<file path="config.mk">
export PLATFORM = sky130hd
export DESIGN_NAME = floor_call_panel
export DESIGN_NICKNAME = d
export VERILOG_FILES = /design/src/rtl/floor_call_panel.sv
export SDC_FILE = /design/constraint.sdc
export NUM_CORES = 1
export LEC_CHECK = 0
export CAP_MARGIN = 20
export CORE_MARGIN = 2
export CORE_UTILIZATION = 55
export CTS_CLUSTER_SIZE = 20
export DETAILED_ROUTE_END_ITERATION = 8
export PLACE_DENSITY = 0.81
export SLEW_MARGIN = 40
export SYNTH_ARGS = -nofsm -noshare
export SYNTH_HDL_FRONTEND = slang
export SYNTH_SLANG_ARGS = --single-unit
</file>
<file path="constraint.sdc">
create_clock -name clk -period 2.4 [get_ports clk]
set_input_delay 0.24 -clock clk [delete_from_list [all_inputs] [get_ports clk]]
set_output_delay 0.24 -clock clk [all_outputs]
set_load 0.01 [all_outputs]
</file>
<file path="src/rtl/floor_call_panel.sv">
// Call-button front end for the elevator controller: sync + debounce per floor, pending-call latch,
// round-robin one-shot issue of calls. Optional re-issue timeout when PANEL_RESEND_EN is defined.

module floor_call_debounce #(
   parameter int DEBOUNCE_CYCLES = 8
) (
   input  logic clk,
   input  logic reset,
   input  logic btn,
   output logic level
);
   localparam int CNT_W = $clog2(DEBOUNCE_CYCLES + 1);

   logic             s1, s2;
   logic [CNT_W-1:0] cnt;

   always_ff @(posedge clk or posedge reset) begin
      if (reset) begin
         s1    <= 1'b0;
         s2    <= 1'b0;
         cnt   <= '0;
         level <= 1'b0;
      end else begin
         s1 <= btn;
         s2 <= s1;
         if (s2 == level) begin
            cnt <= '0;
         end else if (cnt == CNT_W'(DEBOUNCE_CYCLES - 1)) begin
            level <= s2;
            cnt   <= '0;
         end else begin
            cnt <= cnt + 1'b1;
         end
      end
   end
endmodule

module floor_call_panel #(
   parameter int NUM_FLOORS      = 4,
   parameter int DEBOUNCE_CYCLES = 8,
   parameter int GAP_CYCLES      = 2,
   parameter int RESEND_CYCLES   = 64,
   localparam int FLOOR_W        = $clog2(NUM_FLOORS)
) (
   input  logic                  clk,
   input  logic                  reset,
   input  logic [NUM_FLOORS-1:0] call_btn,
   input  logic [FLOOR_W-1:0]    car_floor,
   input  logic                  car_door_open,
   output logic [FLOOR_W-1:0]    floor_request,
   output logic                  request_valid,
   output logic [NUM_FLOORS-1:0] call_lamp
);
   localparam int GAP_W    = (GAP_CYCLES > 1) ? $clog2(GAP_CYCLES) : 1;
   localparam int GAP_LAST = (GAP_CYCLES > 0) ? GAP_CYCLES - 1 : 0;

   typedef enum logic [1:0] {IDLE, ISSUE, GAP} state_t;

   state_t                state, state_nxt;
   logic [NUM_FLOORS-1:0] db, db_q, press, clr, pending, sent, avail, set_sent;
   logic [FLOOR_W-1:0]    rr, sel;
   logic [GAP_W-1:0]      gap_cnt;
   logic                  resend_fire;

   genvar f;
   generate
      for (f = 0; f < NUM_FLOORS; f++) begin : g_lane
         floor_call_debounce #(.DEBOUNCE_CYCLES(DEBOUNCE_CYCLES)) u_db (
            .clk   (clk),
            .reset (reset),
            .btn   (call_btn[f]),
            .level (db[f])
         );
         // Out-of-range car_floor values never match any lane, so they clear nothing.
         assign clr[f]      = car_door_open && (car_floor == FLOOR_W'(f));
         assign set_sent[f] = (state == ISSUE) && (floor_request == FLOOR_W'(f));
      end
   endgenerate

   assign press     = db & ~db_q;
   assign avail     = pending & ~sent;
   assign call_lamp = pending;

   // First available floor at or above rr, wrapping.
   always_comb begin
      logic hit;
      hit = 1'b0;
      sel = '0;
      for (int i = 0; i < NUM_FLOORS; i++) begin
         if (!hit && avail[(int'(rr) + i) % NUM_FLOORS]) begin
            hit = 1'b1;
            sel = FLOOR_W'((int'(rr) + i) % NUM_FLOORS);
         end
      end
   end

`ifdef PANEL_RESEND_EN
   localparam int RS_W = $clog2(RESEND_CYCLES + 1);
   logic [RS_W-1:0] rs_cnt;
   logic            outstanding;

   assign outstanding = |(pending & sent);
   assign resend_fire = outstanding && !car_door_open && (rs_cnt == RS_W'(RESEND_CYCLES - 1));

   always_ff @(posedge clk or posedge reset) begin
      if (reset)                                     rs_cnt <= '0;
      else if (!outstanding || car_door_open || resend_fire) rs_cnt <= '0;
      else                                           rs_cnt <= rs_cnt + 1'b1;
   end
`else
   assign resend_fire = 1'b0;
`endif

   always_ff @(posedge clk or posedge reset) begin
      if (reset) state <= IDLE;
      else       state <= state_nxt;
   end

   always_comb begin
      state_nxt = state;
      case (state)
         IDLE:    if (|avail) state_nxt = ISSUE;
         ISSUE:   state_nxt = (GAP_CYCLES == 0) ? IDLE : GAP;
         GAP:     if (gap_cnt == GAP_W'(GAP_LAST)) state_nxt = IDLE;
         default: state_nxt = IDLE;
      endcase
   end

   always_comb begin
      request_valid = (state == ISSUE);
   end

   always_ff @(posedge clk or posedge reset) begin
      if (reset) begin
         db_q          <= '0;
         pending       <= '0;
         sent          <= '0;
         rr            <= '0;
         gap_cnt       <= '0;
         floor_request <= '0;
      end else begin
         db_q    <= db;
         // Clear dominates a same-cycle press: the car is already servicing that floor.
         pending <= (pending | press) & ~clr;
         if (resend_fire) sent <= set_sent & ~clr;
         else             sent <= (sent | set_sent) & ~clr;
         gap_cnt <= (state == GAP) ? gap_cnt + 1'b1 : '0;
         if (state == IDLE && |avail) floor_request <= sel;
         if (state == ISSUE) begin
            if (floor_request == FLOOR_W'(NUM_FLOORS - 1)) rr <= '0;
            else                                           rr <= floor_request + 1'b1;
         end
      end
   end
endmodule

</file>
==> results of run 1 <==
[cell families after synthesis]
group	Yosys count
fa+ha+maj	8
flops	47
buf+inv	9
xor+xnor	8
mux	7
simple gates	53
compound gates	25
[stage by stage]
| step | util | setup slack [ns] |
|---|---|---|
| detailed placement | 0.6387 | 0.9860 |
| global placement | 0.6387 | 0.9954 |
| global route | 0.6572 | 0.4377 |
| CTS | 0.6572 | 0.5412 |
| floorplan | - | 1.044 |
| finish | 0.6572 | 0.5549 |
[worst reg2reg max path: stages (launching register included)]
cell and delay [ns]:
dfrtp_1 0.40, ha_1 0.22, nand2_1 0.06, nor2_1 0.17, mux2_2 0.36
[layout make-up]
class                      count  share of cell area
multi-input combinational    101              0.3117
tap                           46             0.02645
clock buffer                   5             0.01725
inverter                       8             0.01380
clock inverter                 3             0.01093
timing repair buffer          18             0.07936
sequential                    47              0.5405
[routing by layer]
| layer | wire, um | up-vias |
|---|---|---|
| li1 | - | 579 |
| met1 | 1336 | 580 |
| met2 | 1446 | 22 |
| met3 | 94 | 6 |
| met4 | 68 | 0 |
| met5 | 0 | - |
[worst min-delay path by stage]
| stage | startpoint | to | slack, ns | cells after the start |
|---|---|---|---|---|
| 2_1_floorplan | call_btn[0] | g_lane[0].u_db.s1$_DFF_PP0_ | 0.27 | 0 |
| 3_3_place_gp | g_lane[3].u_db.s1$_DFF_PP0_ | g_lane[3].u_db.s2$_DFF_PP0_ | 0.33 | 0 |
| 3_5_place_dp | g_lane[1].u_db.s1$_DFF_PP0_ | g_lane[1].u_db.s2$_DFF_PP0_ | 0.34 | 0 |
| 4_1_cts | reset | g_lane[0].u_db.level$_DFFE_PP0P_ | 0.21 | 2 |
| 5_1_grt | reset | g_lane[0].u_db.level$_DFFE_PP0P_ | 0.22 | 2 |
| 6_report | reset | g_lane[0].u_db.level$_DFFE_PP0P_ | 0.18 | 2 |
[where the power goes]
part           leakage, nW  switching, mW  internal [mW]
Sequential           0.604          0.213           1.05
Clock               0.0278          0.262          0.117
Combinational        0.366          0.401          0.462
Total                0.998          0.875           1.63
[sequential cells by signal, indices dropped and copies added, names as in the netlist]
name and count:
call_lamp 4, g_lane.u_db.level 4, gap_cnt 1, state 2, db_q 4, g_lane.u_db.s1 4
floor_request 2, g_lane.u_db.cnt 16, g_lane.u_db.s2 4, rr 2, sent 4
[synthesized netlist by cell type, types with 2 or more instances]
| cell type | count | area, um2 |
|---|---|---|
| o22ai_1 | 3 | 18.77 |
| xnor2_1 | 8 | 70.07 |
| dfrtp_1 | 47 | 1176 |
| inv_1 | 7 | 26.28 |
| a21oi_1 | 16 | 80.08 |
| nor3_1 | 8 | 40.04 |
| nor2_1 | 20 | 75.07 |
| nor2b_4 | 2 | 27.53 |
| a31oi_1 | 2 | 12.51 |
| ha_1 | 8 | 100.1 |
| nor2b_1 | 7 | 43.79 |
| nand3_1 | 4 | 20.02 |
| mux2_2 | 6 | 67.56 |
| nand2_1 | 7 | 26.28 |
==> out/qor.txt, run 1 <==
Status = completed
Std-Cell Rows = 21
Crit. End Element = output pin
Antenna violations before repair = 0
Max Freq = 542.0 MHz
Worst-Margin Slew = 0.4558 ns
P_leak = 0.9978 nW
Routed len/inst = 12.92 um
Primary FF master, synth = dfrtp_1
Worst path max stage delay = 0.54 ns
H-tree depth = 2
Antenna viol nets, final = 0
Placed cell area = 2115 um2
GRT Util Overall = 0.1785
Synth Area per Inst = 12.03 um2
Netlist cell types = 26
Crit path buffers/inverters = 2
Setup_tns = 0 ns
Final Skew = 0.01737 ns
Initial DRC Count = 45
First-pass GRT wire length = 5347 um
Final Cycle Share = 0.7688
Most common cell after layout, fill and taps aside = dfrtp_1
Final Hold Fails = 0
Slew Viols, Final = 0
Post-Synth Simple-Gate Area = 0.1424
CTS buffer count = 5
Clock period minus worst slack = 1.845 ns
Post-synth EDFFs = 0
Worst Setup EP = request_valid
Drt drc = 0
Largest net degree at the start of global routing = 24
Compound-Gate Fraction of Synth Area = 0.08543
Share of layout cells above drive strength 1 = 0.1374
Commonest non-fill, non-tap cells in the layout = 47 x dfrtp_1, 20 x nor2_1, 16 x a21oi_1
Type of origin of the critical path = flop
Area grow syn2layout = 15.17%
Via count = 1187
Post-route cell area = 2176 um2
Port Buffers = 15
Vias in the first global route = 1208
Die width = 62.61 um
Multi-input logic area = 678.2 um2
Yosys warns = 0
Fill cells = 289
CP Depth = 3
Sequential cell area = 1176 um2
Met2 usage = 0.2970
Hold/Removal Path Class = in -> async
Arrival @ worst endpoint = 1.61 ns
Reg2Reg Launch Point = g_lane[3].u_db.cnt[0]$_DFF_PP0_
Post-Layout Cell Count = 228
Starting Density = 0.5707
R2R depth = 4
M1 GR Usage = 0.2140
Core area = 3311 um2
Worst slew margin = 0.6957
Pwr Density = 1152 nW/um2
Mux share of post-synthesis cell area = 0.04106
RSZ-0062 raised after global routing = false
Post-Route WL = 2946 um
Critical Setup Path Class = reg -> out
Top Family by Delay on Critical Path = buffers and inverters
Remaining global-route overflow = 0
CTS root buf = clkbuf_4
CTS Buffer Depth = 2
Worst R2R End = g_lane[3].u_db.level$_DFFE_PP0P_
Hold buffers post-CTS = 0
# diodes = 0
CTS clk-pin slew, worst paths = 0.15 ns
Die Span Y = 62.61 um
Initial DRT Pass Iterations = 4
#FFs+latches synth = 47
Placer Congestion = 0.8437
Total power draw = 2.507 mW
Layout Nets = 198
Post-synthesis adder-cell area fraction = 0.05298
DPL Wire Length = 2199 um
Final-report setup violation count = 0
Largest family of logic cells by synthesized area = simple AND/OR/NAND/NOR gates
Most used routing layer in global routing = met2
Crit path cell chain = nor2b_1, buf_4, clkdlybuf4s50_1
Die area = 3920 um2
WHS = 0.1827 ns
Mapped Cells = 157
Crit. Startpoint = state[0]$_DFFE_PP0P_
Vias per cell = 5.206
Met3 usage in global routing = 0.04324
Sequential share of the synthesized area = 0.6225
Asr flop ratio synth = 1.000
Clock Sinks = 47
TritonCTS clock tree = yes
Clk_lat worst skew = 0.37 ns
Resize count post-CTS = 0
Max Cap Violations = 0
CP max stage cell = clkdlybuf4s50_1
Post-Synth XOR/XNOR Area = 0.03709
Placed cells = 220
Req. time, crit path = 2.16 ns
Worst-path fanout max = 8
Flop-to-flop setup slack = 1.08 ns
Peak supply drop = 0.7302 mV
I/O pin count = 16
Post-CTS setup buffer count = 0
Net Count, Synth = 174
Post-Syn Area = 1889 um2
(Power assumes the default switching activity.)
==> run 2: changes to the inputs <==
- clock period: 2.4 -> 1.7 ns (I/O delays scaled with it)
==> out/qor.txt, run 2 (synthesis results as in run 1) <==
Via count = 1209
Sequential Power Share = 0.471
Met2 usage = 0.3024
Setup_tns = 0 ns
GRT Util Overall = 0.1792
Placed cells = 219
Status = completed
Clk_lat worst skew = 0.36 ns
Top Family by Delay on Critical Path = buffers and inverters
H-tree depth = 2
TritonCTS clock tree = yes
Starting Density = 0.5707
Largest Register = g_lane.u_db.cnt
Drt drc = 0
M1 GR Usage = 0.2154
Vias per cell = 5.326
Type of origin of the critical path = flop
Post-Place Setup Slack = 0.3295 ns
RSZ-0062 raised after global routing = false
Placer Congestion = 0.8621
Final-report setup violation count = 0
Routed len/inst = 13.28 um
Vias in the first global route = 1275
Worst-path fanout max = 5
Most used routing layer in global routing = met2
Max Cap Violations = 0
Die area = 3920 um2
Largest net degree at the start of global routing = 48
Worst path max stage delay = 0.57 ns
Port Buffers = 15
Hold buffers post-CTS = 0
Worst-Margin Slew = 0.3522 ns
Peak supply drop = 1.050 mV
Std-Cell Rows = 21
DPL Wire Length = 2116 um
# diodes = 0
Share of layout cells above drive strength 1 = 0.1271
Initial DRC Count = 40
CTS clk-pin slew, worst paths = 0.13 ns
Most common cell after layout, fill and taps aside = dfrtp_1
Antenna violations before repair = 0
Post-Layout Cell Count = 227
P_leak = 1.035 nW
Commonest non-fill, non-tap cells in the layout = 47 x dfrtp_1, 20 x nor2_1, 16 x a21oi_1
Max Freq = 652.2 MHz
Hold/Removal Path Class = in -> async
Post-Route WL = 3015 um
Area grow syn2layout = 17.81%
CTS root buf = clkbuf_4
Remaining global-route overflow = 0
CP max stage cell = clkdlybuf4s50_1
Crit path cell chain = clkdlybuf4s50_1
Clock power frac = 0.208
Psw = 1.210 mW
Final Cycle Share = 0.9019
I/O pin count = 16
Layout Nets = 197
Met3 usage in global routing = 0.06126
Crit path buffers/inverters = 1
Pwr Density = 1711 nW/um2
Critical Setup Path Class = reg -> out
WHS = 0.1494 ns
Clock period minus worst slack = 1.533 ns
Antenna viol nets, final = 0
Final Skew = 0.01666 ns
Max reg flops = 16
Resize count post-CTS = 0
Die width = 62.61 um
Fill cells = 264
Arrival @ worst endpoint = 1.36 ns
Post-CTS setup buffer count = 0
Logic pwr share = 0.321
Slew Viols, Final = 0
Int Power = 2.599 mW
Final Hold Fails = 0
Core area = 3311 um2
Final WS setup = 0.1667 ns
CTS buffer count = 5
First-pass GRT wire length = 5409 um
Crit. End Element = output pin
Initial DRT Pass Iterations = 4
Die Span Y = 62.61 um
Req. time, crit path = 1.53 ns
Clock Sinks = 47
Sw Ratio = 0.3176
Worst slew margin = 0.7635
CTS Buffer Depth = 2
-- run 2: per-layer routing --
metal	up-vias	wire (um)
met1	605	1341
met2	24	1515
met3	4	130
li1	576	-
met5	-	0
met4	0	27
-- run 2: worst paths after layout --
| kind | from | endpoint | slack [ns] | depth (start not counted) |
|---|---|---|---|---|
| setup / recovery | floor_request[0]$_DFFE_PP0P_ | floor_request[0] | 0.17 | 1 |
| hold / removal | reset | g_lane[0].u_db.cnt[2]$_DFF_PP0_ | 0.15 | 3 |
| setup reg to reg | g_lane[2].u_db.cnt[0]$_DFF_PP0_ | g_lane[2].u_db.level$_DFFE_PP0P_ | 0.36 | 4 |
| hold reg to reg | g_lane[3].u_db.s1$_DFF_PP0_ | g_lane[3].u_db.s2$_DFF_PP0_ | 0.36 | 0 |
| max in group asynchronous | reset | gap_cnt$_DFF_PP0_ | 1.32 | 3 |
| min in group clk | call_btn[0] | g_lane[0].u_db.s1$_DFF_PP0_ | 0.23 | 1 |
-- run 2: power by group through the flow --
stage               clock network [mW]  logic, mW  registers [mW]
floorplan                            0      0.851            1.77
global route                     0.861       1.38            1.85
finish                           0.793       1.22            1.80
detailed placement                   0       1.22            1.81
CTS                              0.813       1.24            1.79
global placement                     0       1.19            1.79
-- run 2: cell type report --
class	count	area, um2	share of cell area
sequential	47	1176	0.5284
multi-input combinational	101	680.7	0.3058
timing repair buffer	17	180.2	0.08094
clock inverter	2	60.06	0.02698
tap	46	57.56	0.02586
clock buffer	6	41.29	0.01855
inverter	8	30.03	0.01349
-- run 2: stage by stage --
step	utilization	power, mW	cell area [um2]
after global placement	0.6402	2.976	2120
after detailed placement	0.6402	3.039	2120
final	0.6723	3.809	2226
after global routing	0.6723	4.092	2226
after floorplan	-	2.622	1889
after CTS	0.6708	3.841	2221
